File: src/rtl/pipe_ctrl_pkg.sv
// Shared types and helpers for the LEGv8 pipeline hazard/forwarding control.
// Latency: n/a (types, constants and a pure combinational helper only).
// Backpressure: n/a.
//
// Contents:
//   fwd_sel_t  - operand source select (register file, WB result, MEM result)
//   hz_state_t - hazard FSM states (RUN, STALL2)
//   XZR        - register number that reads as zero and never creates a hazard
//   reg_match  - "source s depends on destination d which is written (w)"
package pipe_ctrl_pkg;

  typedef enum logic [1:0] {
    FWD_REG = 2'b00,
    FWD_WB  = 2'b01,
    FWD_MEM = 2'b10
  } fwd_sel_t;

  typedef enum logic [0:0] {
    RUN    = 1'b0,
    STALL2 = 1'b1
  } hz_state_t;

  localparam logic [4:0] XZR = 5'd31;

  // XZR is hard-wired zero, so a dependence through it is never real.
  function automatic logic reg_match(input logic [4:0] s,
                                     input logic [4:0] d,
                                     input logic       w);
    return w && (s == d) && (d != XZR);
  endfunction

endpackage

File: src/rtl/pipe_hazard_ctrl_fwd.sv
// Operand forward select for one source register from the MEM/WB destinations.
// Latency: 0 cycles (purely combinational).
// Backpressure: none; output is valid whenever inputs are.
//
// Ports:
//   src                          - source register number being read
//   mem_rd/mem_regwrite/mem_memread - destination info of the MEM-stage instruction
//   wb_rd/wb_regwrite            - destination info of the WB-stage instruction
//   sel                          - FWD_MEM, FWD_WB or FWD_REG
module fwd_unit
  import pipe_ctrl_pkg::*;
(
  input  logic [4:0] src,
  input  logic [4:0] mem_rd,
  input  logic       mem_regwrite,
  input  logic       mem_memread,
  input  logic [4:0] wb_rd,
  input  logic       wb_regwrite,
  output fwd_sel_t   sel
);

  logic from_mem;
  logic from_wb;

  // A load in MEM has no data yet; the hazard logic stalls for that case,
  // so the MEM path is only offered for ALU results.
  assign from_mem = reg_match(src, mem_rd, mem_regwrite) && !mem_memread;
  assign from_wb  = reg_match(src, wb_rd, wb_regwrite);

  // MEM holds the younger write, so it wins over WB for the same register.
  always_comb begin
    sel = FWD_REG;
    if (from_mem) begin
      sel = FWD_MEM;
    end else if (from_wb) begin
      sel = FWD_WB;
    end
  end

endmodule

File: src/rtl/pipe_hazard_ctrl.sv
// Hazard, stall, flush and forwarding control for the 5-stage LEGv8 pipeline.
// Latency: 0 cycles hazard-to-control (combinational); counters update on next clk edge.
// Backpressure: stalls hold PC and IF/ID and bubble ID/EX; a taken branch flushes IF/ID.
//
// Ports:
//   clk, reset                 - rising-edge clock, async active-high reset
//   id_*                       - ID-stage source registers, use bits, CB flag, branch taken
//   ex_*, mem_*, wb_*          - downstream stage register numbers and control bits
//   pc_en, ifid_en             - write enables (low during a stall)
//   idex_bubble, ifid_flush    - bubble ID/EX on stall, NOP into IF/ID on taken branch
//   fwd_a, fwd_b, fwd_cb       - EX operand A/B and ID CB-compare forward selects
//   stall_cnt, flush_cnt       - saturating performance counters
module pipe_hazard_ctrl
  import pipe_ctrl_pkg::*;
#(
  parameter int CNT_W = 32
) (
  input  logic             clk,
  input  logic             reset,
  input  logic [4:0]       id_rn,
  input  logic [4:0]       id_rm,
  input  logic [4:0]       id_rt,
  input  logic             id_use_rn,
  input  logic             id_use_rm,
  input  logic             id_is_cb,
  input  logic             id_br_taken,
  input  logic [4:0]       ex_rn,
  input  logic [4:0]       ex_rm,
  input  logic [4:0]       ex_rd,
  input  logic             ex_regwrite,
  input  logic             ex_memread,
  input  logic [4:0]       mem_rd,
  input  logic             mem_regwrite,
  input  logic             mem_memread,
  input  logic [4:0]       wb_rd,
  input  logic             wb_regwrite,
  output logic             pc_en,
  output logic             ifid_en,
  output logic             idex_bubble,
  output logic             ifid_flush,
  output logic [1:0]       fwd_a,
  output logic [1:0]       fwd_b,
  output logic [1:0]       fwd_cb,
  output logic [CNT_W-1:0] stall_cnt,
  output logic [CNT_W-1:0] flush_cnt
);

  hz_state_t        state_q, state_d;
  logic [CNT_W-1:0] stall_cnt_q, stall_cnt_d;
  logic [CNT_W-1:0] flush_cnt_q, flush_cnt_d;

  logic load_use;
  logic cb_load_ex;
  logic cb_alu_ex;
  logic cb_load_mem;
  logic need_two;
  logic need_one;
  logic stall;
  logic flush;

  // ---------------------------------------------------------------------------
  // Stall requirement (only meaningful in RUN)
  // ---------------------------------------------------------------------------
  assign load_use = ex_memread &&
                    ((id_use_rn && reg_match(id_rn, ex_rd, 1'b1)) ||
                     (id_use_rm && reg_match(id_rm, ex_rd, 1'b1)));

  // CBZ/CBNZ compares in ID, so it needs its operand one stage earlier than
  // an ALU consumer: a load in EX costs two cycles, an ALU result in EX or a
  // load in MEM costs one.
  assign cb_load_ex  = id_is_cb && ex_memread && reg_match(id_rt, ex_rd, 1'b1);
  assign cb_alu_ex   = id_is_cb && !ex_memread &&
                       reg_match(id_rt, ex_rd, ex_regwrite);
  assign cb_load_mem = id_is_cb && reg_match(id_rt, mem_rd, mem_memread);

  // The two-cycle case dominates any coincident one-cycle case.
  assign need_two = cb_load_ex;
  assign need_one = load_use || cb_alu_ex || cb_load_mem;

  // ---------------------------------------------------------------------------
  // FSM and control outputs
  // ---------------------------------------------------------------------------
  always_comb begin
    state_d = state_q;
    stall   = 1'b0;
    flush   = 1'b0;
    case (state_q)
      RUN: begin
        if (need_two) begin
          stall   = 1'b1;
          state_d = STALL2;
        end else if (need_one) begin
          stall   = 1'b1;
        end else begin
          // A branch under a stall is dropped here; it is still presented
          // in ID when the stall ends and is honoured then.
          flush = id_br_taken;
        end
      end
      STALL2: begin
        // Second half of the load->CB stall; hazard inputs are stale here.
        stall   = 1'b1;
        state_d = RUN;
      end
      default: begin
        state_d = RUN;
      end
    endcase
  end

  assign pc_en       = !stall;
  assign ifid_en     = !stall;
  assign idex_bubble = stall;
  assign ifid_flush  = flush;

  // ---------------------------------------------------------------------------
  // Forwarding
  // ---------------------------------------------------------------------------
  fwd_sel_t fwd_a_sel;
  fwd_sel_t fwd_b_sel;
  fwd_sel_t fwd_cb_sel;

  fwd_unit u_fwd_a (
    .src          (ex_rn),
    .mem_rd       (mem_rd),
    .mem_regwrite (mem_regwrite),
    .mem_memread  (mem_memread),
    .wb_rd        (wb_rd),
    .wb_regwrite  (wb_regwrite),
    .sel          (fwd_a_sel)
  );

  fwd_unit u_fwd_b (
    .src          (ex_rm),
    .mem_rd       (mem_rd),
    .mem_regwrite (mem_regwrite),
    .mem_memread  (mem_memread),
    .wb_rd        (wb_rd),
    .wb_regwrite  (wb_regwrite),
    .sel          (fwd_b_sel)
  );

  fwd_unit u_fwd_cb (
    .src          (id_rt),
    .mem_rd       (mem_rd),
    .mem_regwrite (mem_regwrite),
    .mem_memread  (mem_memread),
    .wb_rd        (wb_rd),
    .wb_regwrite  (wb_regwrite),
    .sel          (fwd_cb_sel)
  );

  assign fwd_a  = fwd_a_sel;
  assign fwd_b  = fwd_b_sel;
  assign fwd_cb = fwd_cb_sel;

  // ---------------------------------------------------------------------------
  // Saturating performance counters
  // ---------------------------------------------------------------------------
  always_comb begin
    stall_cnt_d = stall_cnt_q;
    flush_cnt_d = flush_cnt_q;
    if (stall && (stall_cnt_q != {CNT_W{1'b1}})) begin
      stall_cnt_d = stall_cnt_q + {{(CNT_W-1){1'b0}}, 1'b1};
    end
    if (flush && (flush_cnt_q != {CNT_W{1'b1}})) begin
      flush_cnt_d = flush_cnt_q + {{(CNT_W-1){1'b0}}, 1'b1};
    end
  end

  always_ff @(posedge clk or posedge reset) begin
    if (reset) begin
      state_q     <= RUN;
      stall_cnt_q <= '0;
      flush_cnt_q <= '0;
    end else begin
      state_q     <= state_d;
      stall_cnt_q <= stall_cnt_d;
      flush_cnt_q <= flush_cnt_d;
    end
  end

  assign stall_cnt = stall_cnt_q;
  assign flush_cnt = flush_cnt_q;

endmodule

File: config.mk
export PLATFORM = sky130hd
export DESIGN_NAME = pipe_hazard_ctrl
export DESIGN_NICKNAME = d
export VERILOG_FILES = /design/src/rtl/pipe_ctrl_pkg.sv /design/src/rtl/pipe_hazard_ctrl_fwd.sv /design/src/rtl/pipe_hazard_ctrl.sv
export SDC_FILE = /design/constraint.sdc
export NUM_CORES = 1
export LEC_CHECK = 0
export BUFFER_PORTS_ARGS = -buffer_cell sky130_fd_sc_hd__buf_2
export CORE_UTILIZATION = 51
export DETAILED_ROUTE_END_ITERATION = 8
export HOLD_SLACK_MARGIN = 0.02
export PLACE_DENSITY = 0.8
export SKIP_LAST_GASP = 1
export SYNTH_ARGS = -nofsm -noshare
export SYNTH_HDL_FRONTEND = slang
export SYNTH_SLANG_ARGS = --single-unit
File: constraint.sdc
create_clock -name clk -period 2.6 [get_ports clk]
set_input_delay 0 -clock clk [delete_from_list [all_inputs] [get_ports clk]]
set_output_delay 0 -clock clk [all_outputs]
set_load 0.05 [all_outputs]
== Yosys cells after proc, flatten, opt, wreduce, memory -nomap -nowiden ==
Index checks and enable logic that the tools add are counted.
W data, S select, Z words.
Storage, ports and cells
  input bits: 51
  memory bits (writable): 0
  output and inout port bits: 74
  logic and storage cells: 72
  memories kept: 0
  bits in read-only memories: 0
  bits in latches: 0
  register bits: 65
Cells by class
  equal/unequal tests: 14
  add/subtract/negate cells: 2
  shift operators: 0
  magnitude comparators: 0
  reductions and logical operators: 38
  div/mod/pow operators: 0
  muxes and demuxes: 14
  bitwise gates (word level): 1
  multipliers: 0
Operators by type and width (number)
  $add A32 B1 Y32 const B: 2
  $ne A32 B32 Y1 const B: 2
  $eq A5 B5 Y1: 9
  $logic_and A1 B1 Y1: 32
  $ne A5 B5 Y1 const B: 3
  $mux W1: 9
  $mux W2: 3
  $pmux W1 S2: 2
  $logic_not A1 Y1: 3
  $logic_or A1 B1 Y1: 3
  $not A1 Y1: 1

== Logic depth before layout (Yosys ltp) ==
  depth after elaboration: 11
  gate-level depth with buffers: 9
  gate-level depth less buffers: 7

== By module ==
Synthesis repeated with hierarchy kept, for this count alone.
Second synthesis, totals
  cell total of the unflattened synthesis: 396
  area, all modules: 3923.8 µm²
Modules (own cells, without submodules)
  pipe_hazard_ctrl: area an instance 3462.1 µm², seq. area each 1626.6 µm², times used 1, cells each 333
  fwd_unit: area an instance 153.9 µm², seq. area each 0.0 µm², times used 3, cells each 21

== Least setup slack after synthesis ==
OpenSTA, ideal clock, no wires.
  kind: flip-flop to flip-flop
  from: register stall_cnt_q[3], in the netlist stall_cnt[3]
  to: register stall_cnt_q[31], in the netlist stall_cnt[31]
  path buffers: 1
  slack: 188 ps
  data required time: 2476 ps
  period minus slack after synthesis: 2412 ps
  arrival time: 2288 ps
  stages on the path, launching flop included: 8
  library setup time: 124 ps
  cells stage by stage: dfrtp_1 > nand4_1 > nor4_4 > nand4_2 > and4_1 > clkbuf_1 > and3_1 > xnor2_1
On the way
  longest elaborated chain between the ends: 2
  elaborated cells on any way between the ends: 3
  classes of those cells: add/sub: 1; eq/ne: 1; reduce/logical: 1
RTL lines
  start: declaration: line pipe_hazard_ctrl.sv:49  | logic [CNT_W-1:0] stall_cnt_q, stall_cnt_d;
  start signal: assignment: line pipe_hazard_ctrl.sv:178  | stall_cnt_q <= stall_cnt_d;
  parallel branches: the longest is 2 deep, another holds $add A32 B1 Y32
Several ways; the timed one is not identified.
A chain may end at the register's enable or synchronous reset.

== Worst setup path after layout ==
  from: register flush_cnt_q[2], in the netlist flush_cnt[2]
  to: register flush_cnt_q[31], in the netlist flush_cnt[31]
On the way
  longest elaborated chain between the ends: 2
  elaborated cells on any way between the ends: 3
  classes of those cells: add/sub: 1; eq/ne: 1; reduce/logical: 1
RTL lines
  start: declaration: line pipe_hazard_ctrl.sv:50  | logic [CNT_W-1:0] flush_cnt_q, flush_cnt_d;
  start signal: assignment: line pipe_hazard_ctrl.sv:179  | flush_cnt_q <= flush_cnt_d;
  parallel branches: the longest is 2 deep, another holds $add A32 B1 Y32
Several ways; the timed one is not identified.

==> impl_metrics.json <==
{
  "status": "completed",
  "syn_inst": 389,
  "grt.total_usage_pct": 24.86,
  "diodes": 0,
  "post_cts_resized": 0,
  "maxSlewHeadroom_pct": 53.36,
  "setup.worst_path.start_class": "flip-flop",
  "synth.distinct_cells": 38,
  "cp_max_fo": 6,
  "synth.most_common_cell": "dfrtp_1",
  "detailed_place_hpwl_mm": 7.207,
  "drive_gt1_share_pct": 30.61,
  "drc": 0,
  "syn_area_per_cell_um2": 9.920,
  "worst_pin_slew_ps": 681.9,
  "top_layer_used": "met4",
  "p_leak_uw": 0.002359,
  "routabilityCongestion": 0.9283,
  "clkSinkCount": 65,
  "dieArea_mm2": 0.007918,
  "crit_arrival_ps": 2650,
  "routed-via-count": 3476,
  "cts_made_buffers": 9,
  "wl_per_cell_um": 15.01,
  "rsz0062_at_grt": "false",
  "initial_core_util_pct": 52.92,
  "ant_nets": 0,
  "viasPerCell": 5.562,
  "fmax_mhz": 419.5,
  "synthTopCellsByArea": "dfrtp_1 (42%), xor2_1 (15%), xnor2_1 (9.1%), nand3_1 (4.3%), nor4_1 (4.1%)",
  "fin_ws_ps": 216.0,
  "netlist_top_cells_count": "dfrtp_1 (65), xor2_1 (64), xnor2_1 (40)",
  "grt_overflow": 0,
  "htree_levels": 3,
  "clock_skew_ps": 7.874,
  "drtPass1Iterations": 4,
  "yosysTopAreaCell": "dfrtp_1",
  "end_kind": "flip-flop",
  "grt_max_degree": 31,
  "finalCriticalPeriod_ps": 2384,
  "preCtsSetupSlack_ps": 320.1,
  "rows": 31,
  "maxCapViolCount": 0,
  "ys.flop_type": "dfrtp_1",
  "area_growth_pct": 24.45,
  "port_buffers": 124,
  "critPathSlowestCell": "a2111oi_0",
  "holdPathStages": 3,
  "wl_met3_um": 414,
  "async_flop_share_pct": 100.0,
  "layout.nets": 574,
  "crit_chain": "and4_1 > and2_1 > a2111oi_0 > inv_1 > nor4_1 > xor2_1",
  "synth_edf_count": 0,
  "dr_wl_met2_mm": 4.674,
  "clk_path_buf_depth": 2,
  "drt_iter0_markers": 108,
  "final_hold_viol_count": 0,
  "cts-root-buf": "clkbuf_8",
  "slew_viol_final": 0,
  "critical_path_class": "reg2reg",
  "die-width_um": 88.99,
  "io_pins": 125,
  "path_clk_slew_ps": 70,
  "rr_worst_depth": 6,
  "wl_met1_mm": 4.145,
  "yosysSeqAreaShare_pct": 42.15,
  "hp-class": "in2reg",
  "grt_pass1_vias": 3266,
  "die_h_um": 88.99,
  "finalSetupViolations": 0,
  "slowest_delay_ps": 670,
  "synth_area_mm2": 0.003859,
  "cp_data_required_time_ps": 2860,
  "core_mm2": 0.007292,
  "insertion_delay_ps": 340,
  "synth_top_cell_area_share_pct": 42.15,
  "vdd_ir_drop_max_mv": 0.5244,
  "wirelength_mm": 9.383,
  "antenna_found_initial": 0,
  "synth-seq-cells": 65,
  "fin_crit_sh_pct": 91.69,
  "cts_tree": "yes",
  "fillers": 615,
  "setup-tns-final_ps": 0,
  "yosys_warnings": 0,
  "p_per_area_mw_per_mm2": 635.9,
  "syn_nets": 442,
  "grt_pass1_wl_mm": 15.08
}
==> stage by stage <==
step / instance area, um2 / utilization [%] / power [uW] / hold WS, ps / std cells
3_3_place_gp: 4584 / 62.87 / 2208 / 107.4 / 606
3_5_place_dp: 4584 / 62.87 / 2243 / 123.7 / 606
5_1_grt: 4802 / 65.85 / 3203 / 68.86 / 625
6_report: 4802 / 65.85 / 3054 / 56.05 / 625
4_1_cts: 4802 / 65.85 / 3082 / 31.38 / 625
2_1_floorplan: 3859 / - / 1954 / 126.7 / 389
==> kinds of logic after synthesis <==
logic type / after synthesis / synth area share [%]
flops: 65 / 42.15
fa+ha+maj: 2 / 0.6484
compound gates: 6 / 1.200
mux: 4 / 1.167
buf+inv: 24 / 3.210
simple gates: 183 / 27.59
xor+xnor: 105 / 24.03
==> state kept, by name, summed over array words and instances (netlist names) <==
register	cells
state_q	1
stall_cnt	32
flush_cnt	32
==> repair_timing <==
item / CTS / global route
hold endpoints to repair: 29 / 0
hold buffers: 3 / 0
buffers inserted: 0 / 0
==> cell usage in the layout (no fill, tap or decap), types with 3 or more instances in the layout <==
master,netlist,final
dfrtp_1,65,65
xor2_1,64,64
clkbuf_8,0,9
or4_1,4,4
nor4_2,3,3
xnor2_1,40,40
nor3_1,17,17
nor4b_1,3,3
buf_4,5,10
nor2_1,13,13
nand2b_1,3,3
inv_1,7,6
and4_1,8,8
nand2_1,26,26
nand3_1,33,33
nand4_1,24,24
and3_1,13,13
buf_2,6,124
or3_1,3,3
dlygate4sd3_1,0,3
mux2_2,3,3
nor4_1,25,25
==> path summary, 6_finish.rpt <==
check / start / end / slack (ps)
setup reg to reg: flush_cnt[2] / flush_cnt[31] / 220
max in group asynchronous: reset / flush_cnt[23] / 1590
hold / removal: id_br_taken / flush_cnt[21] / 60
min in group asynchronous: reset / flush_cnt[7] / 310
setup / recovery: flush_cnt[2] / flush_cnt[31] / 220
hold reg to reg: flush_cnt[5] / flush_cnt[5] / 490
==> where the power goes <==
part	switching, uW	internal [uW]	leakage (uW)
clock network	384	442	0.0000933
registers	150	1130	0.000845
logic	689	263	0.00142
==> metal layers <==
layer / vias to the layer above / GRT usage [%]
li1: 1660 / -
met1: 1702 / 31.07
met2: 103 / 41.40
met3: 11 / 6.833
met4: 0 / 9.091
met5: - / 0
==> critical path, delay by kind of cell, from the launching register on <==
kind	cells	cell delay (ps)
compound gates	1	670
xor+xnor	1	180
buf+inv	1	170
flops	1	460
simple gates	3	840
==> cell type report <==
cell class,instances,area (um2),area share (%)
multi-input combinational,300,2108,43.90
sequential,65,1627,33.87
timing repair buffer,137,725.7,15.11
clock buffer,11,131.4,2.736
tap,99,123.9,2.579
clock inverter,5,56.30,1.172
inverter,8,30.03,0.6253
No activity file was read; power rests on OpenSTA's default activity.
